### src/rtl/ah_demux_route_ctrl.sv
// Packet-aware route controller for the 24-way egress demux: decodes the header destination,
// holds demux_select for the whole packet, drops out-of-range destinations and counts packets.
module ah_demux_route_ctrl #(
    parameter int DATA_W   = 109,
    parameter int NUM_EGR  = 24,
    parameter int SEL_W    = 5,
    parameter int DEST_LSB = 0
) (
    input  logic              clk,
    input  logic              rst_n,
    input  logic              ctrl_en,
    input  logic              cnt_clr,
    input  logic [DATA_W-1:0] ing_data,
    input  logic              ing_valid,
    input  logic              ing_last,
    output logic              ing_ready,
    output logic [DATA_W-1:0] out_data,
    output logic              out_valid,
    input  logic              out_ready,
    output logic [SEL_W-1:0]  demux_select,
    output logic              route_active,
    output logic [15:0]       pkt_cnt,
    output logic [15:0]       drop_cnt
);

    // state | meaning
    // IDLE  | waiting for a header; decodes dest, nothing consumed
    // ROUTE | forwarding beats to the selected egress until the last beat
    // DROP  | swallowing every beat of an out-of-range packet
    typedef enum logic [1:0] {IDLE, ROUTE, DROP} state_t;

    localparam logic [SEL_W:0] EGR_LIM = (SEL_W+1)'(NUM_EGR);

    state_t           state, state_nxt;
    logic [SEL_W-1:0] dest;
    logic             dest_ok;
    logic             hdr_take;
    logic             pkt_done;
    logic             drop_done;

    assign dest      = ing_data[DEST_LSB +: SEL_W];
    assign dest_ok   = ({1'b0, dest} < EGR_LIM);
    assign hdr_take  = (state == IDLE) && ing_valid && ctrl_en;
    assign pkt_done  = (state == ROUTE) && ing_valid && out_ready && ing_last;
    assign drop_done = (state == DROP) && ing_valid && ing_last;
    assign out_data  = ing_data;

    always_comb begin
        state_nxt    = state;
        out_valid    = 1'b0;
        ing_ready    = 1'b0;
        route_active = 1'b0;
        case (state)
            IDLE: begin
                if (hdr_take)
                    state_nxt = dest_ok ? ROUTE : DROP;
            end
            ROUTE: begin
                route_active = 1'b1;
                out_valid    = ing_valid;
                ing_ready    = out_ready;
                if (pkt_done)
                    state_nxt = IDLE;
            end
            DROP: begin
                ing_ready = 1'b1;
                if (drop_done)
                    state_nxt = IDLE;
            end
            default: state_nxt = IDLE;
        endcase
    end

    always_ff @(posedge clk or negedge rst_n) begin
        if (!rst_n) begin
            state        <= IDLE;
            demux_select <= '0;
        end else begin
            state <= state_nxt;
            if (hdr_take)
                demux_select <= dest;
        end
    end

    // Clear wins over a same-cycle increment; drop count saturates, packet count wraps.
    always_ff @(posedge clk or negedge rst_n) begin
        if (!rst_n) begin
            pkt_cnt  <= '0;
            drop_cnt <= '0;
        end else if (cnt_clr) begin
            pkt_cnt  <= '0;
            drop_cnt <= '0;
        end else begin
            if (pkt_done)
                pkt_cnt <= pkt_cnt + 16'd1;
            if (drop_done && (drop_cnt != 16'hFFFF))
                drop_cnt <= drop_cnt + 16'd1;
        end
    end

endmodule

### config.mk
export PLATFORM = sky130hd
export DESIGN_NAME = ah_demux_route_ctrl
export DESIGN_NICKNAME = d
export VERILOG_FILES = /design/src/rtl/ah_demux_route_ctrl.sv
export SDC_FILE = /design/constraint.sdc
export NUM_CORES = 1
export LEC_CHECK = 0
export BUFFER_PORTS_ARGS = -buffer_cell sky130_fd_sc_hd__buf_2
export CAP_MARGIN = 15
export CORE_AREA = 2 2 103 105
export DETAILED_ROUTE_END_ITERATION = 7
export DIE_AREA = 0 0 105 107
export PLACE_DENSITY_LB_ADDON = 0.15
export SLEW_MARGIN = 15
export SYNTH_ARGS = -nofsm -noshare
export SYNTH_HDL_FRONTEND = slang
export SYNTH_SLANG_ARGS = --single-unit
### constraint.sdc
create_clock -name clk -period 2.8 [get_ports clk]
set_input_delay 0.42 -clock clk [delete_from_list [all_inputs] [get_ports clk]]
set_output_delay 0.42 -clock clk [all_outputs]
set_load 0.02 [all_outputs]
# ---- Yosys cells after proc, flatten, opt, wreduce, memory -nomap -nowiden
# Index checks and enable logic that the tools add are counted.
# Widths: inputs -> output; s select.
dict set report op_classes {
  n_addsub 2
  mul 0
  n_div 0
  magnitude_cmp 1
  eq_ne 6
  shifts 0
  mux 12
  n_bitwise 0
  n_reduce_logical 12
}
# operator count
set ops {}
lappend ops {{$mux 16} 4}
lappend ops {{$add 16x1->16 const B} 2}
lappend ops {{$ne 16x16->1 const B} 1}
lappend ops {{$logic_and 1x1->1} 8}
lappend ops {{$mux 2} 4}
lappend ops {{$ne 2x2->1 const B} 3}
lappend ops {{$pmux 2 s3} 1}
lappend ops {{$lt 5x5->1 const B} 1}
lappend ops {{$reduce_bool 2->1} 2}
lappend ops {{$reduce_and 3->1} 1}
lappend ops {{$eq 2x1->1 const B} 1}
lappend ops {{$eq 2x2->1 const B} 1}
lappend ops {{$logic_not 2->1} 1}
lappend ops {{$mux 1} 2}
lappend ops {{$pmux 1 s2} 1}
dict set report totals {
  regBits 39
  latch_bits 0
  mem_bits_rw 0
  rom_bits 0
  in_bits 116
  elab_cells 37
  memories 0
}

# ---- Depth between registers and ports, before layout
# Gate-level depths: netlist of the first run.
dict set report depth {
  word_depth 6
  depth_mapped 7
  ltp_nobuf 6
}

# ---- Worst setup path before layout of the first run
# Ideal clock, no wire load.
dict set report synth_path {
  kind {register to register}
  startpoint {reg state[1]}
  endpoint {reg pkt_cnt[15]}
  setup_time_ns 0.078
  arrival_time_ns 1.873
  required_ns 2.722
  path_slack_ns 0.849
  path_stages_with_launch 8
  path_buffers 1
  synth_period_minus_slack_ns 1.951
  cell_sequence {dfrtp_1 inv_1 ha_1 and4_1 buf_4 nand4_4 or4_1 a21oi_1}
}
dict set report synth_via {
  elab_chain_cells 5
}
# element line
set synth_rtl {}
lappend synth_rtl {{from (decl)} 34} ;# state_t state, state_nxt;
lappend synth_rtl {{from (signal assigned)} 79} ;# state <= state_nxt;
lappend synth_rtl {{$eq 2x1->1} 44} ;# assign pkt_done = (state == ROUTE) && ing_valid && out_ready && ing_last;
lappend synth_rtl {{$logic_and 1x1->1 (3 in series)} 44}
lappend synth_rtl {{$reduce_bool 2->1 (no source line)} n/a}
lappend synth_rtl {{to (signal assigned)} 95} ;# pkt_cnt <= pkt_cnt + 16'd1;
lappend synth_rtl {{to (decl)} 22} ;# output logic [15:0] pkt_cnt,
# Every way passes these cells.
# A chain may end at the register's enable or synchronous reset.

# ---- Final worst setup path of the first run
dict set report layout_path {
  startpoint {reg state[1]}
  endpoint {reg pkt_cnt[10]}
}
# Same word-level chain as after synthesis.

==> results of run 1 <==
final cells by class:
class | instances | area, sq um
Clock buffer | 7 | 76.3
Clock inverter | 1 | 5.00
Fill cell | 1159 | 7530
Inverter | 8 | 30.0
Multi-Input combinational cell | 154 | 1010
Sequential cell | 39 | 976
Tap cell | 136 | 170
Timing Repair Buffer | 57 | 288
worst max-delay path: cells and delay by family (launching register included):
family / cells / cell delay [ns]
buffers and inverters: 1 / 0.08
and+or+nand+nor: 3 / 1.20
AOI/OAI and AO/OA: 1 / 0.14
adders and majority gates: 1 / 0.22
DFF: 1 / 0.39
cells in the mapped netlist, types with 2 or more instances:
cell and count:
mux2_2 7, nand2b_1 3, dfrtp_1 39, nor2b_1 4, and3_1 3, a21oi_1 20
buf_4 110, or4_1 5, buf_2 2, o21ai_0 14, a32o_1 2, nor4_1 2
ha_1 5, and4_1 4, nand4_1 10, mux2i_1 2, xor2_1 5, clkbuf_1 4
nor3_1 3, inv_1 8, o31ai_1 5, or3_1 15, xnor2_1 2, nor2_1 13
nand3_1 10, nand2_1 8, and2_1 3
report_power, final:
part | switching [uW] | total [uW] | internal [uW]
Clock | 201 | 377 | 175
Combinational | 189 | 311 | 122
Sequential | 26.3 | 639 | 612
routing by layer:
metal	share of wire	up-vias
met5	0	-
met1	0.38	882
met4	0.024	0
met3	0.10	26
li1	-	880
met2	0.50	107
registers in the layout, summed over array words and instances, names as in the netlist:
register      cells
demux_select      5
drop_cnt         16
pkt_cnt          16
state             2
path summary, 6_finish.rpt:
kind                            cells after the start                         from                          end  slack, ns
worst max-delay path                                6         state[1]$_DFFE_PN0P_      pkt_cnt[10]$_DFFE_PN0P_       0.69
worst min-delay path                                1                        rst_n  demux_select[4]$_DFFE_PN0P_       0.28
min in group clk                                    2                  ing_data[2]  demux_select[2]$_DFFE_PN0P_       0.37
worst min register to register                      1  demux_select[4]$_DFFE_PN0P_  demux_select[4]$_DFFE_PN0P_       0.51
worst max register to register                      6         state[1]$_DFFE_PN0P_      pkt_cnt[10]$_DFFE_PN0P_       0.69
max in group asynchronous                           1                        rst_n     drop_cnt[13]$_DFFE_PN0P_       1.92
logic make-up after synthesis:
kind of cell | count (synthesis)
and+or+nand+nor | 89
DFF | 39
muxes | 9
xor gates and xnor gates | 7
adders and majority gates | 5
AOI/OAI and AO/OA | 44
buffers and inverters | 124
metrics by stage:
step / instances / instance area [sq um]
final: 402 / 2560
after global routing: 402 / 2560
after CTS: 402 / 2560
after detailed placement: 394 / 2480
after global placement: 394 / 2480
after floorplan: 317 / 2870
==> flow_metrics.tcl, run 1 <==
set metrics [dict create \
    outcome "completed" \
    ys_seq_area_frac 0.340 \
    first_pass_iters 4 \
    numCtsBuffers 5 \
    routedWlPerCell_um 16.7 \
    yosysTopAreaCell "dfrtp_1" \
    post-cts-setup-buffers 0 \
    hold_path.class "in2async" \
    rows 37 \
    cts_resized 0 \
    antenna_found_initial 0 \
    critPathKind "reg2reg" \
    io_buffers 56 \
    drt_wl_total_mm 6.70 \
    synthAdderAreaFrac 0.0218 \
    synth-edff-count 0 \
    synth_cells 317 \
    synthSimpleGateAreaFrac 0.188 \
    pwr_density_cell_mw_per_mm2 518 \
    layout_commonest_cell "buf_2" \
    use_met3 0.0511 \
    syn2layout_area_growth_pct -10.9 \
    synth-xor-area-share 0.0214 \
    synth_async_sr_flop_share 1.00 \
    drc_errors 0 \
    finalSetupViolCount 0 \
    dp_slack_ns 0.710 \
    yosys.area.top_type_share 0.340 \
    clk-insertion-delay-late_ns 0.29 \
    synth_compound_area_frac 0.0876 \
    drive_gt1_frac 0.278 \
    synth_area_per_cell_sq_um 9.05 \
    clock_sinks 39 \
    grt_pass1_vias 1867 \
    synth.distinct_cells 36 \
    slew_violations 0 \
    min_period_ns 2.11 \
    root_buffer "clkbuf_8" \
    grt_util_met2 0.202 \
    cpPeakStageDelay_ns 0.47 \
    io_pins 265 \
    core-area_sq_mm 0.0101 \
    clockBufferDepth 2 \
    mostFrequentLayoutCells "buf_2, dfrtp_1, a21oi_1, or3_1, o21ai_0" \
    htree_levels 2 \
    initial_core_util 0.284 \
    finalPower_uw 1330 \
    grt_usage 0.117 \
    grt_busiest_layer "met2" \
    viasPerCell 4.71 \
    nNetsFinal 386 \
    ir_drop_uv 267 \
    cts_tree "built" \
    fin_ws_ns 0.687 \
    crit_path_end_kind "flop" \
    synth_area_leaders "dfrtp_1, buf_4, a21oi_1" \
    rsz0062_at_grt "no" \
    fmax_mhz 473 \
    finalClockSkew_ns 0.00684 \
    antenna_left 0 \
    crit_chain "inv_1, ha_1, and4_1, nand4_1, or3_1, a21oi_1" \
    die_w_um 105 \
    synth.area.mux_share 0.0344 \
    drt_iter0_drc 58 \
    die_area_sq_mm 0.0112 \
    slew_headroom 0.357 \
    startpoint_type "flop" \
    ys_seq_elements 39 \
    synthFlopType "dfrtp_1" \
    overflow 0 \
    hold_viol 0 \
    die_h_um 107 \
    worst_pin_slew_ns 0.964 \
    clk_pin_slew_ns 0.08 \
    grt_max_degree 40 \
    dp_hpwl_mm 5.13 \
    grt_pass1_wl_mm 10.5 \
    yosys_warnings 0 \
    fin_crit_sh 0.755 \
    grtUsageMet1 0.127 \
    final_core_utilization 0.254 \
    fin_setup_tns_ns 0 \
    syn_nets 438 \
    cts_hold_buf 0 \
    crit_arrival_ns 2.32 \
    cp_slowest_cell "and4_1" \
    max-cap-violations 0 \
    synth_top_family_by_area "buffers and inverters" \
    p_leak_uw 0.00114 \
    synth_area_sq_mm 0.00287 \
    antenna_cells 0 \
    critPathRequiredTime_ns 3.00 \
    crit_fanout 9 \
    hold_ws_ns 0.279 \
    routabilityCongestion 0.721 \
    vias 1895 \
]
No activity file was read; power rests on OpenSTA's default activity.
==> run 2, diff against run 1 <==
- CORE_AREA: 2 2 103 105 -> 2 2 101 103
- DIE_AREA: 0 0 105 107 -> 0 0 103 105
- clock period: 2.8 -> 2.19 ns (I/O delays scaled with it)
==> run 2 against run 1 <==
  * Total power rose by 30%
  * Maximum frequency rose by 8.2%
  * Via count rose by 0.63%
  * Register-to-register slack got worse by 0.45 ns
  * Non-clock buffer count rose by 3
  * Sequential cell count did not move
  * Worst setup slack got worse by 0.45 ns
  * Die area fell by 3.7%
  * Global-route usage rose by 0.48 points
==> flow_metrics.tcl, run 2 (synthesis results as in run 1) <==
set metrics [dict create \
    outcome "completed" \
    finalSetupViolCount 0 \
    htree_levels 2 \
    drt_wl_total_mm 6.80 \
    syn2layout_area_growth_pct -9.98 \
    critPathRequiredTime_ns 2.37 \
    met2_length_mm 3.27 \
    antenna_cells 0 \
    mostFrequentLayoutCells "buf_2, dfrtp_1, a21oi_1, or3_1, o21ai_0" \
    startpoint_type "flop" \
    pwr_density_cell_mw_per_mm2 668 \
    initial_core_util 0.298 \
    timing.reg2reg.setup_slack_ns 0.24 \
    finalClockSkew_ns 0.00477 \
    vias 1907 \
    grt_max_degree 40 \
    slew_violations 0 \
    die_area_sq_mm 0.0108 \
    antenna_found_initial 0 \
    routabilityCongestion 0.717 \
    hold_viol 0 \
    internal_power_uw 1190 \
    clk-insertion-delay-late_ns 0.29 \
    die_h_um 105 \
    cpPeakStageDelay_ns 0.42 \
    drc_errors 0 \
    pwr-share-clk 0.296 \
    cp_slowest_cell "dfrtp_1" \
    switchingPower_uw 536 \
    viasPerCell 4.76 \
    grt_pass1_wl_mm 10.2 \
    crit_arrival_ns 2.13 \
    io_pins 265 \
    post-cts-setup-buffers 0 \
    first_pass_iters 4 \
    p_seq_frac 0.474 \
    drive_gt1_frac 0.291 \
    cts_resized 0 \
    worst_pin_slew_ns 0.566 \
    crit_path_end_kind "flop" \
    cts_tree "built" \
    antenna_left 0 \
    root_buffer "clkbuf_8" \
    die_w_um 103 \
    crit_buf_inv 0 \
    cts_hold_buf 0 \
    largestRegisters "drop_cnt (16), pkt_cnt (16), demux_select (5)" \
    critPathKind "reg2reg" \
    fin_crit_sh 0.892 \
    hold_path.class "in2async" \
    clock_sinks 39 \
    grt_pass1_vias 1818 \
    layout_commonest_cell "buf_2" \
    p_leak_uw 0.00116 \
    core-area_sq_mm 0.00964 \
    final_core_utilization 0.268 \
    switching_share 0.311 \
    crit_chain "ha_1, nand4_1, nor4_1, and4b_1, mux2_2" \
    overflow 0 \
    wl_met1_mm 2.36 \
    rows 36 \
    combPwrFrac 0.231 \
    clockBufferDepth 2 \
    dr.max_layer_used "met4" \
    rsz0062_at_grt "no" \
    ir_drop_uv 441 \
    fmax_mhz 512 \
    crit_fanout 6 \
    nFillCells 1072 \
    met3_length_um 993 \
    clk_pin_slew_ns 0.08 \
    fin_setup_tns_ns 0 \
    routedWlPerCell_um 17.0 \
    grt_usage 0.122 \
    slew_headroom 0.620 \
    nNetsFinal 389 \
    max-cap-violations 0 \
    drt_iter0_drc 100 \
    min_period_ns 1.95 \
    numCtsBuffers 5 \
    dp_hpwl_mm 5.22 \
    io_buffers 56 \
    cp_top_family "simple AND/OR/NAND/NOR gates" \
]
==> run 2: per-stage QoR <==
| step | std cells | hold slack [ns] | area, sq um | setup slack [ns] | total power, uW |
|---|---|---|---|---|---|
| after floorplan | 317 | 0.0329 | 2870 | 0.239 | 1380 |
| after global placement | 394 | 0.445 | 2500 | 0.299 | 1240 |
| after detailed placement | 394 | 0.441 | 2500 | 0.235 | 1240 |
| after CTS | 401 | 0.118 | 2580 | 0.214 | 1760 |
| after global routing | 401 | 0.129 | 2580 | 0.0434 | 1830 |
| final | 401 | 0.0954 | 2580 | 0.237 | 1730 |
==> run 2: final timing paths <==
path,startpoint,end,depth (start not counted)
worst max register to register,drop_cnt[0]$_DFFE_PN0P_,drop_cnt[14]$_DFFE_PN0P_,5
worst min register to register,demux_select[1]$_DFFE_PN0P_,demux_select[1]$_DFFE_PN0P_,1
worst min-delay path,rst_n,demux_select[4]$_DFFE_PN0P_,2
worst max-delay path,drop_cnt[0]$_DFFE_PN0P_,drop_cnt[14]$_DFFE_PN0P_,5
max in group asynchronous,rst_n,pkt_cnt[14]$_DFFE_PN0P_,2
min in group clk,ing_data[1],demux_select[1]$_DFFE_PN0P_,2
==> run 2: final cells by class <==
class / count / area, sq um / share of cell area
multi-input combinational: 154 / 1010 / 0.392
timing repair buffer: 60 / 310 / 0.120
clock buffer: 6 / 82.6 / 0.0320
sequential: 39 / 976 / 0.378
clock inverter: 1 / 5.00 / 0.00194
tap: 133 / 166 / 0.0644
inverter: 8 / 30.0 / 0.0116
==> run 2: routing by layer <==
layer,global-route usage,vias to the layer above
met3,0.0649,34
met2,0.192,97
li1,-,889
met5,0,-
met1,0.133,887
met4,0.0583,0
==> run 2: power by group through the flow <==
stage / Combinational, uW / Sequential, uW / Clock, uW
2_1_floorplan: 487 / 893 / 0
6_report: 398 / 817 / 511
5_1_grt: 442 / 829 / 559
3_5_place_dp: 405 / 831 / 0
4_1_cts: 406 / 818 / 536
3_3_place_gp: 410 / 832 / 0
